## src/rtl/fast_square_frame_tagger_if.sv

```systemverilog
// fast_square_frame_tagger_if: sample-in / word-pair-out bus between fast_square_rx, the tagger and rx_buffer.
interface fast_square_frame_tagger_if;
    logic        record;
    logic        freq_step;
    logic        in_strobe;
    logic [15:0] i_in;
    logic [15:0] q_in;
    logic        out_req;
    logic [15:0] i_out;
    logic [15:0] q_out;
    logic        out_valid;

    modport master (
        output record, freq_step, in_strobe, i_in, q_in, out_req,
        input  i_out, q_out, out_valid
    );

    modport slave (
        input  record, freq_step, in_strobe, i_in, q_in, out_req,
        output i_out, q_out, out_valid
    );
endinterface

```

## src/rtl/fast_square_frame_tagger.sv

```systemverilog
// fast_square_frame_tagger: buffers recorded I/Q pairs and tags each burst and frequency step with a sync/header pair.
module fast_square_frame_tagger #(
    parameter int          FIFO_LOG2 = 4,
    parameter logic [15:0] SYNC_WORD = 16'hA5A5,
    parameter logic [15:0] IDLE_WORD = 16'h8000,
    parameter int          STEP_W    = 8
) (
    input  logic                  clock,
    input  logic                  reset_n,
    input  logic                  clear_status,
    fast_square_frame_tagger_if.slave bus,
    output logic [STEP_W-1:0]     step_index,
    output logic                  overflow,
    output logic                  underflow,
    output logic [FIFO_LOG2:0]    fifo_level
);
    localparam int DEPTH = 1 << FIFO_LOG2;

    typedef enum logic [1:0] {IDLE, HDR, STREAM} state_t;

    state_t                state_q, state_d;
    logic [STEP_W-1:0]     step_q, step_d;
    logic                  skid_v_q, skid_v_d;
    logic [31:0]           skid_q, skid_d;
    logic [31:0]           mem_q [DEPTH];
    logic [FIFO_LOG2-1:0]  wr_q, wr_d, rd_q, rd_d;
    logic [FIFO_LOG2:0]    cnt_q, cnt_d;
    logic [15:0]           i_out_q, i_out_d, q_out_q, q_out_d;
    logic                  valid_q, valid_d, ovf_q, ovf_d, udf_q, udf_d;
    logic                  push, pop, wr_en;
    logic [31:0]           push_data, sample;

    // Escaping the sync word in sample data keeps it unique to headers.
    always_comb sample = {(bus.i_in == SYNC_WORD) ? 16'hA5A4 : bus.i_in, bus.q_in};

    always_comb begin
        state_d   = state_q;
        step_d    = step_q;
        skid_v_d  = 1'b0;
        skid_d    = skid_q;
        push      = 1'b0;
        push_data = sample;
        case (state_q)
            IDLE: begin
                if (bus.record) begin
                    state_d = HDR;
                    step_d  = '0;
                end
            end
            HDR: begin
                state_d   = STREAM;
                push      = 1'b1;
                push_data = {SYNC_WORD, 16'(step_q)};
                skid_v_d  = bus.in_strobe;
                skid_d    = sample;
            end
            default: begin
                push      = skid_v_q ? bus.record : bus.in_strobe;
                push_data = skid_v_q ? skid_q : sample;
                if (!bus.record) begin
                    state_d = IDLE;
                end else if (bus.freq_step) begin
                    state_d = HDR;
                    step_d  = step_q + 1'b1;
                end
            end
        endcase
    end

    // A full FIFO still accepts a push when the same cycle pops.
    always_comb begin
        pop     = bus.out_req && (cnt_q != '0);
        wr_en   = push && (!cnt_q[FIFO_LOG2] || pop);
        wr_d    = wr_en ? wr_q + 1'b1 : wr_q;
        rd_d    = pop ? rd_q + 1'b1 : rd_q;
        cnt_d   = cnt_q + (FIFO_LOG2+1)'(wr_en) - (FIFO_LOG2+1)'(pop);
        i_out_d = pop ? mem_q[rd_q][31:16] : (bus.out_req ? IDLE_WORD : i_out_q);
        q_out_d = pop ? mem_q[rd_q][15:0]  : (bus.out_req ? IDLE_WORD : q_out_q);
        valid_d = bus.out_req;
        ovf_d   = (push && !wr_en) || (ovf_q && !clear_status);
        udf_d   = (bus.out_req && !pop && bus.record) || (udf_q && !clear_status);
    end

    always_ff @(posedge clock) begin
        if (!reset_n) begin
            state_q  <= IDLE;
            step_q   <= '0;
            skid_v_q <= 1'b0;
            skid_q   <= '0;
            wr_q     <= '0;
            rd_q     <= '0;
            cnt_q    <= '0;
            i_out_q  <= '0;
            q_out_q  <= '0;
            valid_q  <= 1'b0;
            ovf_q    <= 1'b0;
            udf_q    <= 1'b0;
        end else begin
            state_q  <= state_d;
            step_q   <= step_d;
            skid_v_q <= skid_v_d;
            skid_q   <= skid_d;
            wr_q     <= wr_d;
            rd_q     <= rd_d;
            cnt_q    <= cnt_d;
            i_out_q  <= i_out_d;
            q_out_q  <= q_out_d;
            valid_q  <= valid_d;
            ovf_q    <= ovf_d;
            udf_q    <= udf_d;
        end
    end

    always_ff @(posedge clock) begin
        if (reset_n && wr_en) mem_q[wr_q] <= push_data;
    end

    assign bus.i_out     = i_out_q;
    assign bus.q_out     = q_out_q;
    assign bus.out_valid = valid_q;
    assign step_index    = step_q;
    assign overflow      = ovf_q;
    assign underflow     = udf_q;
    assign fifo_level    = cnt_q;
endmodule

```

## src/flat_wrapper.sv

```systemverilog
// flat-port wrapper written by rule: the top's interface ports become plain ports
module fast_square_frame_tagger_flat 
#(
    parameter int          FIFO_LOG2 = 4,
    parameter logic [15:0] SYNC_WORD = 16'hA5A5,
    parameter logic [15:0] IDLE_WORD = 16'h8000,
    parameter int          STEP_W    = 8
)
  (clock, reset_n, clear_status, step_index, overflow, underflow, fifo_level, bus_record, bus_freq_step, bus_in_strobe, bus_i_in, bus_q_in, bus_out_req, bus_i_out, bus_q_out, bus_out_valid);
  fast_square_frame_tagger_if bus_i ();
  input  logic clock;
  input  logic reset_n;
  input  logic clear_status;
  output logic [STEP_W-1:0] step_index;
  output logic overflow;
  output logic underflow;
  output logic [FIFO_LOG2:0] fifo_level;
  input wire logic [$bits(bus_i.record)-1:0] bus_record;
  input wire logic [$bits(bus_i.freq_step)-1:0] bus_freq_step;
  input wire logic [$bits(bus_i.in_strobe)-1:0] bus_in_strobe;
  input wire logic [$bits(bus_i.i_in)-1:0] bus_i_in;
  input wire logic [$bits(bus_i.q_in)-1:0] bus_q_in;
  input wire logic [$bits(bus_i.out_req)-1:0] bus_out_req;
  output wire logic [$bits(bus_i.i_out)-1:0] bus_i_out;
  output wire logic [$bits(bus_i.q_out)-1:0] bus_q_out;
  output wire logic [$bits(bus_i.out_valid)-1:0] bus_out_valid;
  assign bus_i.record = bus_record;
  assign bus_i.freq_step = bus_freq_step;
  assign bus_i.in_strobe = bus_in_strobe;
  assign bus_i.i_in = bus_i_in;
  assign bus_i.q_in = bus_q_in;
  assign bus_i.out_req = bus_out_req;
  assign bus_i_out = bus_i.i_out;
  assign bus_q_out = bus_i.q_out;
  assign bus_out_valid = bus_i.out_valid;
  fast_square_frame_tagger #(.FIFO_LOG2(FIFO_LOG2), .SYNC_WORD(SYNC_WORD), .IDLE_WORD(IDLE_WORD), .STEP_W(STEP_W)) u_core (.clock(clock), .reset_n(reset_n), .clear_status(clear_status), .bus(bus_i), .step_index(step_index), .overflow(overflow), .underflow(underflow), .fifo_level(fifo_level));
endmodule
```

## config.mk

```make
export PLATFORM = sky130hd
export DESIGN_NAME = fast_square_frame_tagger_flat
export DESIGN_NICKNAME = d
export VERILOG_FILES = /design/src/rtl/fast_square_frame_tagger_if.sv /design/src/rtl/fast_square_frame_tagger.sv /design/src/flat_wrapper.sv
export SDC_FILE = /design/constraint.sdc
export NUM_CORES = 1
export LEC_CHECK = 0
export CAP_MARGIN = 0
export CORE_UTILIZATION = 56
export CTS_BUF_LIST = sky130_fd_sc_hd__clkbuf_4 sky130_fd_sc_hd__clkbuf_8 sky130_fd_sc_hd__clkbuf_16
export CTS_CLUSTER_DIAMETER = 40
export CTS_CLUSTER_SIZE = 12
export DETAILED_ROUTE_END_ITERATION = 8
export PLACE_DENSITY = 0.86
export SYNTH_ARGS = -nofsm -noshare
export SYNTH_HDL_FRONTEND = slang
export SYNTH_SLANG_ARGS = --single-unit
export TNS_END_PERCENT = 5
```

## constraint.sdc

```tcl
create_clock -name clock -period 9.6 [get_ports clock]
set_input_delay 0.96 -clock clock [delete_from_list [all_inputs] [get_ports clock]]
set_output_delay 0.96 -clock clock [all_outputs]
set_load 0.02 [all_outputs]
```

# --- Word-level counts from Yosys, hierarchy flattened ---
# Memories as Yosys holds them, arrays and structs flattened. A register that Yosys moved wholly into a read port is not among the register bits.
# Cells that the tools add are included.
# Widths: inputs -> output; s select.
op_classes:
  muxes: 20
  bitwise_logic: 1
  n_reduce_logical: 22
  add_sub_neg: 5
  eq_ne: 4
ops:
  columns: ["cell", "n"]
  rows:
  - ["$mux 16", 4]
  - ["$pmux 32 s2", 1]
  - ["$mux 32", 1]
  - ["$mux 8", 3]
  - ["$eq 16x16->1 const B", 1]
  - ["$pmux 8 s2", 1]
  - ["$add 4x1->4 const B", 2]
  - ["$add 8x1->8 const B", 1]
  - ["$logic_and 1x1->1", 8]
  - ["$mux 4", 2]
  - ["$mux 2", 3]
  - ["$add 5x1->5", 1]
  - ["$reduce_bool 5->1", 1]
  - ["$sub 5x1->5", 1]
  - ["$logic_not 1->1", 4]
  - ["$ne 4x1->1 const B", 1]
  - ["$pmux 2 s2", 1]
  - ["$reduce_and 2->1", 2]
  - ["$reduce_bool 2->1", 2]
  - ["$logic_or 1x1->1", 3]
  - ["$mux 1", 3]
  - ["$reduce_and 3->1", 1]
  - ["$eq 2x1->1 const B", 1]
  - ["$logic_not 2->1", 1]
  - ["3 further kinds", 3]
word_totals:
  out_inout_bits: 48
  ff_bits: 91
  ram_bits: 512
  mem_count: 1
mem_list:
  columns: ["name", "words", "word_bits", "rd", "rd_clocked_by_memory_dff", "write_ports", "line", "rtl"]
  rows:
  - ["u_core.mem_q", 16, 32, 1, 1, 1, "fast_square_frame_tagger.sv:25", "logic [31:0] mem_q [DEPTH];"]

# --- Depth between registers and ports, before layout ---
logic_depth:
  ltp_word: 7
  mapped_depth: 15
  depth_no_buf: 14

# --- Least setup slack after synthesis ---
# Ideal clock, no wire load.
synth_timing:
  path_kind: "input -> register"
  start: "in bus_out_req"
  end: "mem u_core.mem_q[0][0], enable pin"
  setup_ns: 0.461
  t_required_ns: 9.139
  n_path_buf: 1
  path_slack_ns: 5.005
  arrival_time_ns: 4.134
  path_stages: 5
  path_cell_list: "clkbuf_1 nor2b_1 a211oi_4 nand3_1 nor3_1"
synth_via:
  elab_chain_cells: 6
synth_rtl:
  columns: ["item", "line", "rtl"]
  rows:
  - ["start, declared", "flat_wrapper.sv:23", "input wire logic [$bits(bus_i.out_req)-1:0] bus_out_req;"]
  - ["$logic_and 1x1->1", "fast_square_frame_tagger.sv:72", "pop = bus.out_req && (cnt_q != '0);"]
  - ["$logic_or 1x1->1", "fast_square_frame_tagger.sv:73", "wr_en = push && (!cnt_q[FIFO_LOG2] || pop);"]
  - ["$logic_and 1x1->1", "fast_square_frame_tagger.sv:73", null]
  - ["named net u_core.wr_en", "fast_square_frame_tagger.sv:30", "logic push, pop, wr_en;"]
  - ["$logic_and 1x1->1", "fast_square_frame_tagger.sv:115", "if (reset_n && wr_en) mem_q[wr_q] <= push_data;"]
  - ["$mux 1", "fast_square_frame_tagger.sv:115", null]
  - ["$mux 1 (not written as such)", "fast_square_frame_tagger.sv:115", null]
  - ["end, declared", "fast_square_frame_tagger.sv:25", null]
# The timed path passes the listed nets, and every way through them passes these cells.

# --- Worst setup path in the final report ---
layout_timing:
  start: "in bus_record"
  end: "mem u_core.mem_q[10][24], enable pin"
layout_via:
  elab_chain_cells: 6
layout_rtl:
  columns: ["item", "line", "rtl"]
  rows:
  - ["start, declared", "flat_wrapper.sv:18", "input wire logic [$bits(bus_i.record)-1:0] bus_record;"]
  - ["$mux 1", "fast_square_frame_tagger.sv:58", "push = skid_v_q ? bus.record : bus.in_strobe;"]
  - ["$pmux 1 s2", "fast_square_frame_tagger.sv:43", "case (state_q)"]
  - ["$logic_and 1x1->1", "fast_square_frame_tagger.sv:73", null]
  - ["named net u_core.wr_en", "fast_square_frame_tagger.sv:30", null]
  - ["$logic_and 1x1->1", "fast_square_frame_tagger.sv:115", null]
  - ["$mux 1", "fast_square_frame_tagger.sv:115", null]
  - ["$mux 1 (not written as such)", "fast_square_frame_tagger.sv:115", null]
# The timed path passes the listed nets, and every way through them passes these cells.

==> results.md <==
- Net count after synthesis: about 1.3k
- DP HPWL: 30.3 mm
- Total setup buffers inserted after CTS: 0
- Tot GR Track Use: 0.272
- Actual slew at the worst max-slew pin: around 1.4 ns
- Library cell used as clock root buffer: sky130_fd_sc_hd__clkbuf_16
- Worst voltage drop across the vdd grid: 0.137 mV
- Maximum number of pins on one net before global-route repair: 67
- Crit Reg-Reg Startpoint: u_core.state_q[1]
- Number of global-route vias before repair: between 10k and 15k
- Number of port buffers: 86
- Iter 0 DRT Violations: approximately 1.5k
- Setup repair after global routing missed its margin: false
- Max-Slew Margin vs Limit: 0.0826
- WL per Instance: about 29 um
- Synth Area per Inst: 18.6 um2
- Detailed-route via count: 12.9k
- Sw power: 1660 uW
- Sw Ratio: 0.247
- RD Place Congestion: between 0.7 and 0.8
- Clk Latency, worst-skew pair: 0.60 ns
- Hold Crit Depth: 2
- WS Path Type: in2reg
- Floorplan die width: 207 um
- Diode insertion count for antenna repair: 0
- Global-route wire length before repair: 85.7 mm
- Wirelength, routed: 56.8 mm
- Total negative setup slack: 0 ns
- Relative area change from synthesis to final layout: 16.1%
- Reg-to-Reg End: u_core.mem_q[10][24]
- Site row count: 74
- Most used standard cell by instance count after synthesis: sky130_fd_sc_hd__edfxtp_1
- Hold Startpoint: u_core.skid_q[1]
- Run status: completed
- Pre-Repair DR Iteration Count: 5
- Chip Height: 207 um
- Residual DRC count: 0
- Via-per-instance ratio: 6.58
- Total of flip-flops plus latches after synthesis: 607
- Max capacitance violation total: 0
- Clock skew after layout: about 0.033 ns
- Synth Flop Type: sky130_fd_sc_hd__edfxtp_1
- Number of antenna violations at the first check in global routing: 0
- Cell type with the largest total area after synthesis: sky130_fd_sc_hd__edfxtp_1
- CP Launch Type: input pin
- Maximum net fanout on the critical path: 17
- Post-cts hold buffer count: 0
- Depth of the most critical reg-to-reg path: 6
- Final Cycle Share: 0.389
- Ranking of synthesized cells by instance count: 512 x sky130_fd_sc_hd__edfxtp_1, 126 x sky130_fd_sc_hd__mux4_2, 109 x sky130_fd_sc_hd__nand2_1
- Nets@finish: 1427
- Power density normalized to cell area: between 200 and 250 nW/um2
- Cell area after synthesis: 23600 um2
- Starting utilization of the core area: 0.572
- Min-Delay Endpoint: u_core.skid_q[1]
- Portion of the post-synthesis area used by sequential elements: 0.733
- Number of different library cells in the post-synthesis netlist: 48
- R2R setup slack: ~6.2 ns
- Portion of total power attributed to the clock network: 0.402
- Achievable clock frequency: approximately 270 MHz
- Min Tclk post-route: between 3 and 4 ns
- Final setup vio count: 0
- Slew Limit Fails: 0
- Leakage power summed over all cells: about 0.0086 uW
- Placed Instance Area: 25000 um2
- Yosys warning total: 0
- Number of sinks driven by the clock tree: 607
- Overflow left after global routing: 0
- Cell types with the largest area share after synthesis: sky130_fd_sc_hd__edfxtp_1 65%, sky130_fd_sc_hd__mux4_2 12%, sky130_fd_sc_hd__dfxtp_1 8.1%
- CTS clock-pin slew for the worst setup and hold paths: 0.05 ns
- Count of mapped cells out of synthesis: 1270
- CTS Buffer Depth: 3
- Number of I/O pins: 87
- Fin. Hold Viols: 0
- CTS tree: built
- Relative contribution of sequential cells to total power: 0.454
- Design internal power: 5070 uW
- Share of layout cells above drive strength 1: 0.234
- Share of async-settable or async-resettable flops after synthesis: 0
- Number of flops mapped to enable cells by yosys: between 500 and 600
- Data required time of the worst path: 9.84 ns
- Die Footprint: 42900 um2
- Finished layout cell area: 27400 um2
- Fraction of synthesized cell area taken by the top area cell type: 0.652
- Kind of end point of the critical path: flop
- Min-delay worst type: reg2reg
- Post-cts repair resize count: 0
- Gate power share: 0.145
- Placeable core region: ~41000 um2
- Post-detailed-route count of antenna-violating nets: 0
- Critical path arrival: 3.97 ns
- Number of H-tree branching levels: 3
- Number of CTS-inserted buffers: 70
[worst max-delay path by stage]
stage                           end  slack, ns   startpoint  cells past startpoint
2_1_floorplan    u_core.mem_q[0][0]       5.00  bus_out_req                      5
3_3_place_gp    u_core.mem_q[9][22]       5.49  bus_out_req                      5
3_5_place_dp    u_core.mem_q[11][8]       5.34  bus_out_req                      6
4_1_cts        u_core.mem_q[14][24]       5.88  bus_out_req                      5
5_1_grt        u_core.mem_q[14][24]       5.73   bus_record                      5
6_report       u_core.mem_q[10][24]       5.87   bus_record                      6
[stage by stage]
step	total power [uW]	utilization	instances	hold slack, ns	setup slack [ns]
CTS	6750	0.664	1959	0.455	5.88
global route	6910	0.665	1960	0.475	5.73
detailed placement	4070	0.607	1834	0.448	5.34
global placement	4040	0.607	1834	0.439	5.49
finish	6730	0.665	1960	0.457	5.87
floorplan	3780	-	1270	0.433	5.00
[cell families (layout without fill, tap and decap cells)]
| family | count (synthesis) | count (layout) | share of synthesized area |
|---|---|---|---|
| AND/OR/NAND/NOR | 208 | 208 | 0.0400 |
| AO/OA/AOI/OAI | 160 | 160 | 0.0540 |
| XOR/XNOR | 10 | 10 | 0.00371 |
| multiplexers | 181 | 181 | 0.144 |
| flip-flops | 607 | 607 | 0.733 |
| adder cells (fa/ha/maj) | 13 | 13 | 0.00722 |
| buffers and inverters | 91 | 249 | 0.0181 |
[registers in the layout, summed over array words and instances (netlist names), named ones only]
signal,cells
u_core.underflow,1
u_core.overflow,1
u_core.step_index,8
u_core.mem_q,512
u_core.bus.q_out,16
u_core.rd_q,4
u_core.wr_q,4
u_core.bus.out_valid,1
u_core.skid_v_q,1
u_core.skid_q,32
u_core.bus.i_out,16
u_core.state_q,2
u_core.fifo_level,5
[area by class of cell]
class	instances	area [um2]
sequential	607	17300
inverter	17	63.8
fill	2496	13800
tap	532	666
clock inverter	27	344
timing repair buffer	107	1020
multi-input combinational	572	5990
clock buffer	98	2010
[cells in the final DEF, fill, tap and decap left out, types with 14 or more instances in the layout]
| cell | instances |
|---|---|
| sky130_fd_sc_hd__nand2_1 | 109 |
| sky130_fd_sc_hd__clkdlybuf4s50_1 | 86 |
| sky130_fd_sc_hd__o211ai_1 | 33 |
| sky130_fd_sc_hd__nor2_1 | 23 |
| sky130_fd_sc_hd__a22o_1 | 16 |
| sky130_fd_sc_hd__nand3_1 | 16 |
| sky130_fd_sc_hd__clkbuf_4 | 22 |
| sky130_fd_sc_hd__a21oi_1 | 48 |
| sky130_fd_sc_hd__clkbuf_16 | 71 |
| sky130_fd_sc_hd__mux2i_1 | 47 |
| sky130_fd_sc_hd__inv_1 | 16 |
| sky130_fd_sc_hd__edfxtp_1 | 512 |
| sky130_fd_sc_hd__dfxtp_1 | 92 |
| sky130_fd_sc_hd__mux4_2 | 126 |
| sky130_fd_sc_hd__a22oi_2 | 30 |
| sky130_fd_sc_hd__nor2_4 | 14 |
| sky130_fd_sc_hd__buf_4 | 21 |
[metal layers]
| layer | GRT usage | up-vias | share of wire |
|---|---|---|---|
| met5 | 0 | - | 0 |
| met4 | 0.110 | 0 | 0.035 |
| met3 | 0.0612 | 141 | 0.092 |
| met2 | 0.461 | 784 | 0.51 |
| met1 | 0.343 | 6663 | 0.36 |
| li1 | - | 5302 | - |
[critical path, cell delays in order]
cell                              delay (ns)
sky130_fd_sc_hd__clkdlybuf4s50_1        0.68
sky130_fd_sc_hd__mux2i_1                0.22
sky130_fd_sc_hd__a211oi_4               0.51
sky130_fd_sc_hd__nand3_1                0.42
sky130_fd_sc_hd__nor2_4                 0.73
sky130_fd_sc_hd__buf_4                  0.43
[power groups by stage]
stage          Combinational (uW)  Sequential [uW]  Clock (uW)
2_1_floorplan                 675             3100           0
3_3_place_gp                  937             3110           0
3_5_place_dp                  961             3110           0
4_1_cts                       981             3050        2720
5_1_grt                      1030             3070        2810
6_report                      973             3050        2700
No activity file was read; power rests on OpenSTA's default activity.
